$ cat config.mk
export PLATFORM = sky130hd
export DESIGN_NAME = controller_input_conditioner
export DESIGN_NICKNAME = d
export VERILOG_FILES = /design/src/rtl/controller_input_conditioner_pkg.sv /design/src/rtl/controller_input_conditioner_debounce_channel.sv /design/src/rtl/controller_input_conditioner.sv
export SDC_FILE = /design/constraint.sdc
export NUM_CORES = 1
export LEC_CHECK = 0
export ABC_AREA = 1
export CAP_MARGIN = 20
export CORE_MARGIN = 1
export CORE_UTILIZATION = 54
export DETAILED_ROUTE_END_ITERATION = 16
export GPL_TIMING_DRIVEN = 0
export PLACE_DENSITY = 0.82
export SYNTH_ARGS = -nofsm -noshare
export SYNTH_HDL_FRONTEND = slang
export SYNTH_SLANG_ARGS = --single-unit
export TNS_END_PERCENT = 50
$ cat constraint.sdc
create_clock -name vga_clock -period 1.33 [get_ports vga_clock]
set_input_delay 0.266 -clock vga_clock [delete_from_list [all_inputs] [get_ports vga_clock]]
set_output_delay 0.266 -clock vga_clock [all_outputs]
set_load 0.01 [all_outputs]
$ cat src/rtl/controller_input_conditioner_pkg.sv
// Shared types and channel indices for the controller input conditioner.
package controller_input_pkg;

    typedef enum logic [1:0] {
        DIR_NONE  = 2'd0,
        DIR_LEFT  = 2'd1,
        DIR_RIGHT = 2'd2
    } move_dir_t;

    localparam int CH_LEFT  = 0;
    localparam int CH_RIGHT = 1;
    localparam int CH_JUMP  = 2;
    localparam int CH_START = 3;
    localparam int NUM_CH   = 4;

    localparam int DEFAULT_DEBOUNCE_CYCLES = 250000;

    // Opposing switches cancel each other rather than favouring one side.
    function automatic move_dir_t resolve_dir(input logic left, input logic right);
        move_dir_t dir;
        case ({left, right})
            2'b10:   dir = DIR_LEFT;
            2'b01:   dir = DIR_RIGHT;
            default: dir = DIR_NONE;
        endcase
        return dir;
    endfunction

endpackage

$ cat src/rtl/controller_input_conditioner_debounce_channel.sv
// One input channel: two-flop synchroniser followed by a stable-count debouncer.
// CONTROLLER_DEBOUNCE_BYPASS_EN removes the counter so the level follows s2 directly.
module debounce_channel
    import controller_input_pkg::*;
#(
    parameter int DEBOUNCE_CYCLES = DEFAULT_DEBOUNCE_CYCLES
) (
    input  logic clk,
    input  logic reset,
    input  logic raw,
    output logic level
);

    logic s1_r;
    logic s2_r;
    logic stable_r;

`ifdef CONTROLLER_DEBOUNCE_BYPASS_EN

    // Synchroniser with the accepted level tracking s2 every cycle.
    always_ff @(posedge clk) begin
        if (reset) begin
            s1_r     <= 1'b0;
            s2_r     <= 1'b0;
            stable_r <= 1'b0;
        end else begin
            s1_r     <= raw;
            s2_r     <= s1_r;
            stable_r <= s2_r;
        end
    end

`else

    localparam int CNT_W = $clog2(DEBOUNCE_CYCLES);
    localparam logic [CNT_W-1:0] CNT_MAX  = CNT_W'(DEBOUNCE_CYCLES - 1);
    localparam logic [CNT_W-1:0] CNT_ONE  = CNT_W'(1);
    localparam logic [CNT_W-1:0] CNT_ZERO = CNT_W'(0);

    logic [CNT_W-1:0] cnt_r;

    // Synchroniser plus counter; any disagreement that breaks early restarts the count.
    always_ff @(posedge clk) begin
        if (reset) begin
            s1_r     <= 1'b0;
            s2_r     <= 1'b0;
            stable_r <= 1'b0;
            cnt_r    <= CNT_ZERO;
        end else begin
            s1_r <= raw;
            s2_r <= s1_r;
            if (s2_r != stable_r) begin
                if (cnt_r == CNT_MAX) begin
                    stable_r <= s2_r;
                    cnt_r    <= CNT_ZERO;
                end else begin
                    cnt_r <= cnt_r + CNT_ONE;
                end
            end else begin
                cnt_r <= CNT_ZERO;
            end
        end
    end

`endif

    assign level = stable_r;

endmodule

$ cat src/rtl/controller_input_conditioner.sv
// Board-pin conditioner feeding the game logic: debounced controls, start/jump events, frame tick.
// Define CONTROLLER_DEBOUNCE_BYPASS_EN to replace debouncing with a plain synchroniser.
module controller_input_conditioner
    import controller_input_pkg::*;
#(
    parameter int DEBOUNCE_CYCLES   = DEFAULT_DEBOUNCE_CYCLES,
    parameter bit BUTTON_ACTIVE_LOW = 1'b1,
    parameter int HOLD_WIDTH        = 8
) (
    input  logic                  vga_clock,
    input  logic                  reset,
    input  logic                  left_switch,
    input  logic                  right_switch,
    input  logic                  jump_button,
    input  logic                  start_button,
    input  logic                  vsync,
    input  logic                  jump_ack,
    output logic                  frame_tick,
    output logic                  move_left,
    output logic                  move_right,
    output logic                  jump_held,
    output logic                  jump_request,
    output logic [HOLD_WIDTH-1:0] jump_hold_frames,
    output logic                  start_pulse
);

    localparam logic [HOLD_WIDTH-1:0] HOLD_MAX  = {HOLD_WIDTH{1'b1}};
    localparam logic [HOLD_WIDTH-1:0] HOLD_ZERO = {HOLD_WIDTH{1'b0}};
    localparam logic [HOLD_WIDTH-1:0] HOLD_ONE  = HOLD_WIDTH'(1);

    logic [NUM_CH-1:0]     raw_s;
    logic [NUM_CH-1:0]     stable_s;
    logic                  jump_d_r;
    logic                  start_d_r;
    logic                  vsync_d_r;
    logic                  move_left_r;
    logic                  move_right_r;
    logic                  jump_request_r;
    logic                  start_pulse_r;
    logic [HOLD_WIDTH-1:0] hold_r;
    logic                  jump_rise_s;
    logic                  start_rise_s;
    logic                  frame_tick_s;

    // Normalise button polarity so every channel reads 1 = active from the first flop on.
    always_comb begin
        raw_s          = {NUM_CH{1'b0}};
        raw_s[CH_LEFT]  = left_switch;
        raw_s[CH_RIGHT] = right_switch;
        if (BUTTON_ACTIVE_LOW) begin
            raw_s[CH_JUMP]  = ~jump_button;
            raw_s[CH_START] = ~start_button;
        end else begin
            raw_s[CH_JUMP]  = jump_button;
            raw_s[CH_START] = start_button;
        end
    end

    for (genvar g = 0; g < NUM_CH; g++) begin : g_ch
        debounce_channel #(
            .DEBOUNCE_CYCLES(DEBOUNCE_CYCLES)
        ) u_debounce (
            .clk  (vga_clock),
            .reset(reset),
            .raw  (raw_s[g]),
            .level(stable_s[g])
        );
    end

    assign jump_rise_s  = stable_s[CH_JUMP] & ~jump_d_r;
    assign start_rise_s = stable_s[CH_START] & ~start_d_r;
    assign frame_tick_s = vsync_d_r & ~vsync & ~reset;

    // Event generation, jump handshake and per-frame hold counter.
    always_ff @(posedge vga_clock) begin
        if (reset) begin
            jump_d_r       <= 1'b0;
            start_d_r      <= 1'b0;
            vsync_d_r      <= 1'b1;
            move_left_r    <= 1'b0;
            move_right_r   <= 1'b0;
            jump_request_r <= 1'b0;
            start_pulse_r  <= 1'b0;
            hold_r         <= HOLD_ZERO;
        end else begin
            jump_d_r      <= stable_s[CH_JUMP];
            start_d_r     <= stable_s[CH_START];
            vsync_d_r     <= vsync;
            start_pulse_r <= start_rise_s;

            case (resolve_dir(stable_s[CH_LEFT], stable_s[CH_RIGHT]))
                DIR_LEFT: begin
                    move_left_r  <= 1'b1;
                    move_right_r <= 1'b0;
                end
                DIR_RIGHT: begin
                    move_left_r  <= 1'b0;
                    move_right_r <= 1'b1;
                end
                default: begin
                    move_left_r  <= 1'b0;
                    move_right_r <= 1'b0;
                end
            endcase

            // A fresh press outranks a simultaneous acknowledge.
            if (jump_rise_s) begin
                jump_request_r <= 1'b1;
            end else if (jump_ack) begin
                jump_request_r <= 1'b0;
            end else begin
                jump_request_r <= jump_request_r;
            end

            if (!stable_s[CH_JUMP]) begin
                hold_r <= HOLD_ZERO;
            end else if (frame_tick_s && (hold_r != HOLD_MAX)) begin
                hold_r <= hold_r + HOLD_ONE;
            end else begin
                hold_r <= hold_r;
            end
        end
    end

    assign frame_tick       = frame_tick_s;
    assign move_left        = move_left_r;
    assign move_right       = move_right_r;
    assign jump_held        = stable_s[CH_JUMP];
    assign jump_request     = jump_request_r;
    assign jump_hold_frames = hold_r;
    assign start_pulse      = start_pulse_r;

endmodule

### Word-level counts from Yosys, hierarchy flattened

Index checks and enable logic that the tools add are counted.

| word-level totals | value |
|---|---|
| flip-flop bits (word level) | 99 |
| bits of input ports | 8 |
| output and inout port bits | 14 |

| operators by class | value |
|---|---|
| $add $sub $neg | 5 |
| equal/unequal tests | 13 |
| muxes and demuxes | 6 |
| bitwise gates (word level) | 15 |
| reduce and logical (&&, ||, !) cells | 11 |

Operators with widths:

| operator | count |
|---|---|
| $add A18 B1 Y18 const B | 4 |
| $eq A18 B18 Y1 const B | 4 |
| $reduce_or A3 Y1 | 4 |
| $not A1 Y1 | 11 |
| $add A8 B1 Y8 const B | 1 |
| $ne A8 B8 Y1 const B | 1 |
| $reduce_and A2 Y1 | 4 |
| $and A1 B1 Y1 | 4 |
| $eq A2 B1 Y1 const B | 2 |
| $eq A2 B2 Y1 const B | 2 |
| $mux W1 | 4 |
| $ne A1 B1 Y1 | 4 |
| $pmux W2 S2 | 1 |
| $mux W2 | 1 |
| $reduce_bool A2 Y1 | 1 |
| $reduce_or A2 Y1 | 1 |
| $logic_and A1 B1 Y1 | 1 |

### Logic depth before layout (Yosys ltp)

Gate-level depths: netlist of run 1.

| logic depth | value |
|---|---|
| word-level depth | 5 |
| mapped depth | 9 |
| gate-level depth less buffers | 9 |

### Modules after synthesis

A second synthesis of run 1 with hierarchy kept.

| unflattened totals | value |
|---|---|
| cells, all modules | 664 |
| area total of the unflattened synthesis | 4788.3 µm² |

Modules (own cells, without submodules):

| module | instances | cells an instance | area an instance (µm²) | seq. area each (µm²) |
|---|---|---|---|---|
| debounce_channel | 4 | 144 | 1019.7 | 420.4 |
| controller_input_conditioner | 1 | 88 | 709.4 | 300.3 |

### Worst setup path before layout of run 1

Ideal clock, no wire load.

| path | value |
|---|---|
| path type | reg-to-reg |
| start point | reg g_ch[3].u_debounce.cnt_r[0] |
| end point | reg g_ch[3].u_debounce.cnt_r[7] |
| library setup time | 0.115 ns |
| arrival time | 1.298 ns |
| data required time | 1.215 ns |
| path slack | -0.083 ns |
| cell stages (with the launch flop) | 10 |
| path buffers | 1 |
| clock period less this slack | 1.413 ns |
| path through | dfxtp_1 ha_1 nand2_1 nor2_2 nand2_1 nor2_2 nand2_2 nand3_4 buf_8 nor2_2 |

| between the ends | value |
|---|---|
| longest elaborated chain between the ends | 2 |
| elaborated cells between the ends (all ways) | 3 |
| those cells by class | add/sub (1); eq/ne (1); reduce/logical (1) |

RTL lines:

| item | line | source |
|---|---|---|
| start: declaration | controller_input_conditioner_debounce_channel.sv:40 | `logic [CNT_W-1:0] cnt_r;` |
| start signal: assignment | controller_input_conditioner_debounce_channel.sv:57 | `cnt_r <= cnt_r + CNT_ONE;` |
| branches (longest 2 deep; another with $add A18 B1 Y18) | n/a |  |

Several ways; the timed one is not identified.
A chain may end at the register's enable or synchronous reset.

### Final worst setup path of run 1

| path | value |
|---|---|
| start point | reg g_ch[3].u_debounce.cnt_r[0] |
| end point | reg g_ch[3].u_debounce.cnt_r[0] |

Same word-level chain as after synthesis.

==> Implementation_results.wiki, run 1 <==
{| class="wikitable"
! Metric !! Value
|-
| Run status || finished, violations left
|-
| Violations in the final reports || negative setup slack
|-
| Element type at the critical path start || register
|-
| Share of final-layout standard cells stronger than drive strength 1 || 28.2%
|-
| Number of flops mapped to enable cells by yosys || 0
|-
| Avg Vias per Cell || 5.35
|-
| Total half-perimeter wirelength after legalization and detailed placement || 7.15 mm
|-
| Yosys warning total || 0
|-
| Reg2Reg Capture Point || g_ch[3].u_debounce.cnt_r[0]
|-
| Initial core utilization || 57.2%
|-
| Number of port buffers || 20
|-
| Cell count of the worst hold path || 2
|-
| CTS Buf Count || 9
|-
| Routed length per placed instance || 13.7 um
|-
| Count of filler cells inserted in the layout || 593
|-
| Hold/Removal Path Class || input pin to register
|-
| Unrepaired setup endpoints after global routing || true
|-
| Hold-fix buffers, CTS || 0
|-
| Count of endpoints failing hold in the final timing report || 0
|-
| WP data arrival || 1.73 ns
|-
| Largest net degree at the start of global routing || 19
|-
| Final count of pins violating max slew || 0
|-
| Top metal layer carrying routed signals || met4
|-
| WL met2 || 6.43 mm
|-
| Count of TritonRoute iterations in the first routing pass || 5
|-
| Count of endpoints failing setup in the final report || 42
|-
| WHS || 0.0981 ns
|-
| Routability cong. || 0.874
|-
| Ys async rst share || 0%
|-
| Cell total after placement || 818
|-
| Routed length on met1 || 4.74 mm
|-
| Setup slack after layout || -0.117 ns
|-
| Transition time of the tightest slew-check pin || 0.396 ns
|-
| Cell count after synthesis || 693
|-
| # H-tree levels || 3
|-
| Area of the mapped netlist || 4790 um^2
|-
| Final wirelength || 11.9 mm
|-
| VDD IR max || 0.000629 V
|-
| TritonCTS clock tree || built
|-
| Power density relative to cell area || 838 nW/um^2
|-
| Clock input transition at the sequential cells of the worst setup and hold paths || 0.10 ns
|-
| Worst hold path endpoint || move_right
|-
| Sequential-to-total area share from yosys stat || 41.4%
|-
| Worst reg2reg setup slack || -0.12 ns
|-
| Detailed-route via count || 4676
|-
| Bufs on Longest Clock Path || 2
|-
| Chip Height || 96.2 um
|-
| Highest net fanout along the worst path || 7
|-
| Clock insertion delay at the later pin of the skew report || 0.38 ns
|-
| Diode count || 0
|-
| Required time of the worst setup path || 1.61 ns
|-
| Global-route wire length before repair || 17.6 mm
|-
| Core Rows || 33
|-
| Number of antenna-violating nets in the routed design || 0
|-
| Pre-CTS setup slack || -0.589 ns
|-
| Maximum clock skew at final layout || 0.0151 ns
|-
| Critical register-to-register path startpoint || g_ch[3].u_debounce.cnt_r[0]
|-
| Via count of the first global-routing pass || 4168
|-
| Final Total Pwr || 5.23 mW
|-
| Antenna violations before repair || 0
|-
| Total GRT Usage || 24.2%
|-
| Clk Tree Root Cell || sky130_fd_sc_hd__clkbuf_8
|-
| F_max || 0.691 GHz
|-
| Met3 routed WL || 551 um
|-
| Remaining Overflow, GRT || 0
|-
| Crit path capture type || register
|-
| Max-Cap Viols || 0
|-
| Total Die Area || 9250 um^2
|-
| Initial DRC count || 170
|-
| Top-level port count || 22
|-
| Dominant synthesized flop cell || sky130_fd_sc_hd__dfxtp_1
|-
| Count of nets after finishing || 777
|-
| Leakage dissipation || 2.06 nW
|-
| Die width || 96.2 um
|-
| Finished Layout Cells || 874
|-
| Number of clock sinks || 99
|-
| Startpoint of the lowest-slack hold path || reset
|-
| Mapped Nets || 706
|-
| Time the worst path needs with I/O delays and setup || 1.45 ns
|-
| Mean post-synth cell area || 6.91 um^2
|-
| Number of different library cells in the post-synthesis netlist || 36
|-
| Number of register bits inferred by synthesis || 99
|-
| Critical Setup Path Class || register to register
|-
| Max transition margin || 73.6%
|-
| Cell depth of the worst flop-to-flop path || 9
|-
| Final worst-path cycle share || 109%
|-
| Core Region || 8380 um^2
|-
| Syn-to-layout area delta || 30.3%
|-
| Post-route DRC violation count || 0
|-
| Final total negative setup slack || -2.74 ns
|}
[stage by stage]
step                      util [%]  cell area [um^2]
after floorplan                  -              4840
after global placement        61.7              5170
after detailed placement      61.7              5170
after CTS                     68.1              5710
after global routing          74.5              6240
final                         74.5              6240
[timing repair]
item                       4_1_cts  5_1_grt
pin swaps                       17       37
setup endpoints to repair       91       90
buffers inserted                16       22
resized for setup               72      106
gates cloned                     2        2
[routing by layer]
metal / GRT usage, % / up-vias
li1: - / 2319
met5: 0 / -
met3: 5.77 / 27
met1: 27.9 / 2217
met4: 8.46 / 0
met2: 43.5 / 113
[synthesized netlist by cell type (3+ instances only)]
cell type                    n  share of area, %
sky130_fd_sc_hd__nand2_1   166                13
sky130_fd_sc_hd__nor2_1    147                12
sky130_fd_sc_hd__dfxtp_1    99                41
sky130_fd_sc_hd__inv_1      78               6.1
sky130_fd_sc_hd__nand3_1    38               4.0
sky130_fd_sc_hd__a21oi_1    37               3.9
sky130_fd_sc_hd__nand4_1    18               2.4
sky130_fd_sc_hd__nor2_2     14               1.8
sky130_fd_sc_hd__xor2_1     14               2.6
sky130_fd_sc_hd__nor3_1     11               1.1
sky130_fd_sc_hd__o21ai_0     8              0.84
sky130_fd_sc_hd__or2_2       8               1.0
sky130_fd_sc_hd__xnor2_1     8               1.5
sky130_fd_sc_hd__nand3b_1    7               1.1
sky130_fd_sc_hd__ha_1        5               1.3
sky130_fd_sc_hd__and2_1      4              0.52
sky130_fd_sc_hd__buf_6       4              0.94
sky130_fd_sc_hd__o21bai_1    3              0.47
[where the power goes]
| part | leakage (nW) | switching [mW] | internal (mW) |
|---|---|---|---|
| sequential | 0.817 | 0.00926 | 2.96 |
| combinational | 1.13 | 0.0870 | 0.0794 |
| clock | 0.111 | 1.13 | 0.965 |
[critical path: stages (launching register included)]
cell                        delay (ns)
sky130_fd_sc_hd__dfxtp_4          0.37
sky130_fd_sc_hd__ha_4             0.16
sky130_fd_sc_hd__nand2_4          0.06
sky130_fd_sc_hd__nor2_4           0.13
sky130_fd_sc_hd__nand2_2          0.07
sky130_fd_sc_hd__nor2_4           0.13
sky130_fd_sc_hd__nand2_2          0.08
sky130_fd_sc_hd__nand3_4          0.14
sky130_fd_sc_hd__clkbuf_16        0.17
sky130_fd_sc_hd__nor2_2           0.03
[flip-flops by register name, summed over array words and instances (netlist names)]
signal and cells:
g_ch.u_debounce.s2_r 4, start_pulse 1, jump_d_r 1, g_ch.u_debounce.s1_r 4, g_ch.u_debounce.level 4, start_d_r 1, jump_request 1, move_left 1
jump_hold_frames 8, move_right 1, vsync_d_r 1, g_ch.u_debounce.cnt_r 72
[how the worst max path moves through the flow]
| stage | from | to | slack, ns | depth (start not counted) |
|---|---|---|---|---|
| 6_report | g_ch[3].u_debounce.cnt_r[0] | g_ch[3].u_debounce.cnt_r[0] | -0.12 | 9 |
| 5_1_grt | g_ch[3].u_debounce.cnt_r[3] | g_ch[3].u_debounce.cnt_r[6] | -0.18 | 8 |
| 4_1_cts | vsync | frame_tick | -0.11 | 4 |
| 3_5_place_dp | vsync | frame_tick | -0.59 | 4 |
| 3_3_place_gp | vsync | frame_tick | -0.59 | 4 |
| 2_1_floorplan | g_ch[0].u_debounce.cnt_r[0] | g_ch[0].u_debounce.cnt_r[7] | -0.04 | 7 |
[cell usage in the layout, fill, tap and decap left out, types with 8 or more instances in the layout]
cell type	count
sky130_fd_sc_hd__nor2_2	35
sky130_fd_sc_hd__clkbuf_8	10
sky130_fd_sc_hd__buf_6	9
sky130_fd_sc_hd__a21oi_1	24
sky130_fd_sc_hd__a21oi_2	15
sky130_fd_sc_hd__nor2_4	17
sky130_fd_sc_hd__dfxtp_4	9
sky130_fd_sc_hd__nand2_1	156
sky130_fd_sc_hd__dlygate4sd2_1	8
sky130_fd_sc_hd__nand4_1	18
sky130_fd_sc_hd__buf_4	31
sky130_fd_sc_hd__or2_2	8
sky130_fd_sc_hd__dfxtp_1	70
sky130_fd_sc_hd__nand3_1	27
sky130_fd_sc_hd__nor3_1	9
sky130_fd_sc_hd__nand2_2	9
sky130_fd_sc_hd__xor2_1	13
sky130_fd_sc_hd__nor2_1	109
sky130_fd_sc_hd__dfxtp_2	20
sky130_fd_sc_hd__inv_1	73
[final cells by class]
type	count	area (um^2)	area share, %
multi-input cells	507	2900	46.4
flip-flops and latches	99	2040	32.7
repair buffers	60	572	9.16
inverters	80	303	4.85
clock buffers	10	138	2.20
well taps	105	131	2.10
plain buffers	7	83.8	1.34
clock inverters	6	78.8	1.26
[cell families (layout without fill, tap and decap cells)]
family	after synthesis	count (layout)	share of synthesized area, %
buf+inv	87	163	7.76
fa+ha+maj	5	5	1.31
simple gates	428	428	39.5
compound gates	52	52	6.06
flops	99	99	41.4
xor+xnor	22	22	4.02
Note: power is estimated with default switching activity, not from simulation.
==> inputs of run 2 (changes only) <==
--- a/config.mk
+++ b/config.mk
@@ -12,6 +12,7 @@
 export DETAILED_ROUTE_END_ITERATION = 16
 export GPL_TIMING_DRIVEN = 0
 export PLACE_DENSITY = 0.82
+export SLEW_MARGIN = 15
 export SYNTH_ARGS = -nofsm -noshare
 export SYNTH_HDL_FRONTEND = slang
 export SYNTH_SLANG_ARGS = --single-unit
==> results of run 2 <==
No change in the layout: final DEF, timing and power equal those of run 1.
==> inputs of run 3 (changes only) <==
--- a/config.mk
+++ b/config.mk
@@ -12,6 +12,7 @@
 export DETAILED_ROUTE_END_ITERATION = 16
 export GPL_TIMING_DRIVEN = 0
 export PLACE_DENSITY = 0.82
+export RECOVER_POWER = 25
 export SLEW_MARGIN = 15
 export SYNTH_ARGS = -nofsm -noshare
 export SYNTH_HDL_FRONTEND = slang
==> run 3 against run 2 <==
  * The flow still finishes with violations (negative setup slack)
  * Final cell count is the same
  * Combinational power hardly changed
  * Wire length about the same
  * Die area is the same
  * Utilization about the same
  * First-iteration DRC count increased by 13%
  * Power hardly changed
  * Worst hold slack got worse by 0.0039 ns
  * Critical endpoint is now g_ch[3].u_debounce.cnt_r[6]
  * Largest cell class unchanged
==> Implementation_results.wiki, run 3 (same netlist as run 1, synthesis figures left out) <==
{| class="wikitable"
! Metric !! Value
|-
| Highest net fanout along the worst path || 7 (unchanged)
|-
| Leakage dissipation || 2.06 nW (-0.10%)
|-
| Setup slack after layout || -0.117 ns (-0.000349 ns)
|-
| Required time of the worst setup path || 1.61 ns (about the same)
|-
| Detailed-route via count || 4681 (+0.11%)
|-
| Sequential standard cell area || 2040 um^2 (unchanged)
|-
| Hold/Removal Path Class || input pin to register
|-
| Number of clock sinks || 99 (unchanged)
|-
| Routed length per placed instance || 13.7 um (about the same)
|-
| Maximum single-stage delay on the critical path || 0.37 ns (about the same)
|-
| Cell total after placement || 818 (unchanged)
|-
| Count of TritonRoute iterations in the first routing pass || 6 (+1)
|-
| Core Rows || 33 (unchanged)
|-
| Final worst-path cycle share || 109% (about the same)
|-
| Reg with most FFs || g_ch.u_debounce.cnt_r
|-
| Clk Tree Root Cell || sky130_fd_sc_hd__clkbuf_8
|-
| Critical Setup Path Class || register to register
|-
| Violations in the final reports || negative setup slack
|-
| Count of endpoints failing hold in the final timing report || 0 (unchanged)
|-
| Count of filler cells inserted in the layout || 594 (+0.17%)
|-
| Die width || 96.2 um (unchanged)
|-
| Crit path capture type || register
|-
| Max transition margin || 73.2% (-0.39 points)
|-
| CP max stage cell || sky130_fd_sc_hd__dfxtp_4
|-
| Largest net degree at the start of global routing || 19 (unchanged)
|-
| Area of the multi-input gates || 2900 um^2 (about the same)
|-
| Hold-fix buffers, CTS || 0 (unchanged)
|-
| Initial DRC count || 192 (+13%)
|-
| Finished Layout Cells || 874 (unchanged)
|-
| Number of antenna-violating nets in the routed design || 0 (unchanged)
|-
| Top-level port count || 22 (unchanged)
|-
| Unrepaired setup endpoints after global routing || true
|-
| Cell breakdown of the critical path || ha_4 > nand2_4 > nor2_4 > nand2_2 > nor2_4 > nand2_2 > nand3_4 > clkbuf_16 > nor2_2
|-
| Post-route DRC violation count || 0 (unchanged)
|-
| Global-route wire length before repair || 17.6 mm (unchanged)
|-
| Run status || finished, violations left
|-
| # H-tree levels || 3 (unchanged)
|-
| TritonCTS clock tree || built
|-
| Final wirelength || 11.9 mm (about the same)
|-
| Via count of the first global-routing pass || 4168 (unchanged)
|-
| Antenna violations before repair || 0 (unchanged)
|-
| Max-Cap Viols || 0 (unchanged)
|-
| Count of nets after finishing || 777 (unchanged)
|-
| Clock insertion delay at the later pin of the skew report || 0.38 ns (about the same)
|-
| Time the worst path needs with I/O delays and setup || 1.45 ns (+0.000349 ns)
|-
| Power density relative to cell area || 838 nW/um^2 (about the same)
|-
| CTS Buf Count || 9 (unchanged)
|-
| F_max || 0.691 GHz (about the same)
|-
| Final Total Pwr || 5.23 mW (about the same)
|-
| Routability cong. || 0.874 (unchanged)
|-
| Core Region || 8380 um^2 (unchanged)
|-
| Number of port buffers || 20 (unchanged)
|-
| Bufs on Longest Clock Path || 2 (unchanged)
|-
| Most common library cell in the layout ignoring fill and taps || sky130_fd_sc_hd__nand2_1
|-
| Total half-perimeter wirelength after legalization and detailed placement || 7.15 mm (unchanged)
|-
| Count of endpoints failing setup in the final report || 44 (+4.8%)
|-
| Maximum clock skew at final layout || 0.0156 ns (+0.000496 ns)
|-
| Element type at the critical path start || register
|-
| Chip Height || 96.2 um (unchanged)
|-
| Final core utilization || 74.5% (about the same)
|-
| Clock input transition at the sequential cells of the worst setup and hold paths || 0.11 ns (about the same)
|-
| Max reg flops || 72 (unchanged)
|-
| Share of final-layout standard cells stronger than drive strength 1 || 28.1% (-0.13 points)
|-
| Avg Vias per Cell || 5.36 (+0.11%)
|-
| WP data arrival || 1.73 ns (about the same)
|-
| Remaining Overflow, GRT || 0 (unchanged)
|-
| Transition time of the tightest slew-check pin || 0.402 ns (+0.00582 ns)
|-
| Total GRT Usage || 24.2% (unchanged)
|-
| VDD IR max || 0.000628 V (about the same)
|-
| Initial core utilization || 57.2% (unchanged)
|-
| Kind of cell adding the most delay to the critical path || simple AND/OR/NAND/NOR gates
|-
| Syn-to-layout area delta || 30.3% (about the same)
|-
| Commonest non-fill, non-tap cells in the layout || sky130_fd_sc_hd__nand2_1, sky130_fd_sc_hd__nor2_1, sky130_fd_sc_hd__inv_1, sky130_fd_sc_hd__dfxtp_1, sky130_fd_sc_hd__nor2_2
|-
| Total Die Area || 9250 um^2 (unchanged)
|-
| Diode count || 0 (unchanged)
|-
| Critical path buffer and inverter count || 1 (unchanged)
|-
| Final count of pins violating max slew || 0 (unchanged)
|}
run 3: cell counts in the layout (fill, tap and decap cells not counted):
Identical to the previous run, type by type.
run 3: area by class of cell:
type	instances	share of cell area (%)
clock inverters	6	1.26
flip-flops and latches	99	32.7
plain buffers	7	1.34
well taps	105	2.10
clock buffers	10	2.20
multi-input cells	507	46.4
inverters	80	4.85
repair buffers	60	9.16
run 3: where the power goes:
group / total (mW) / internal, mW / switching [mW]
Clock: 2.09 / 0.965 / 1.13
Combinational: 0.165 / 0.0779 / 0.0869
Sequential: 2.97 / 2.96 / 0.00909
Total: 5.23 / 4.00 / 1.22
run 3: repair_timing:
| action | in CTS | in global routing |
|---|---|---|
| endpoints found under the setup margin | 91 | 90 |
| pin swaps | 17 | 37 |
| buffers inserted | 16 | 22 |
| gates cloned | 2 | 2 |
| resized for setup | 72 | 106 |
run 3: per-stage QoR:
step	TNS [ns]	cell area [um^2]	hold WS, ns	setup slack [ns]
global route	-7.21	6240	0.0869	-0.179
global placement	-10.14	5170	0.383	-0.586
CTS	-2.12	5710	0.0786	-0.114
floorplan	-0.334	4840	0.333	-0.0364
finish	-2.81	6240	0.0942	-0.117
detailed placement	-12.47	5170	0.389	-0.589
run 3: worst paths after layout:
check / startpoint / endpoint / slack [ns] / cells past startpoint
min reg2reg: start_d_r / start_pulse / 0.40 / 1
max: g_ch[3].u_debounce.cnt_r[0] / g_ch[3].u_debounce.cnt_r[6] / -0.12 / 9
min: reset / move_right / 0.09 / 2
max reg2reg: g_ch[3].u_debounce.cnt_r[0] / g_ch[3].u_debounce.cnt_r[6] / -0.12 / 9
run 3: metal layers:
layer	track usage [%]	up-vias	share of wire, %
li1	-	2322	-
met1	27.9	2214	40
met2	43.5	116	53
met3	5.77	29	4.5
met4	8.46	0	2.0
met5	0	-	0
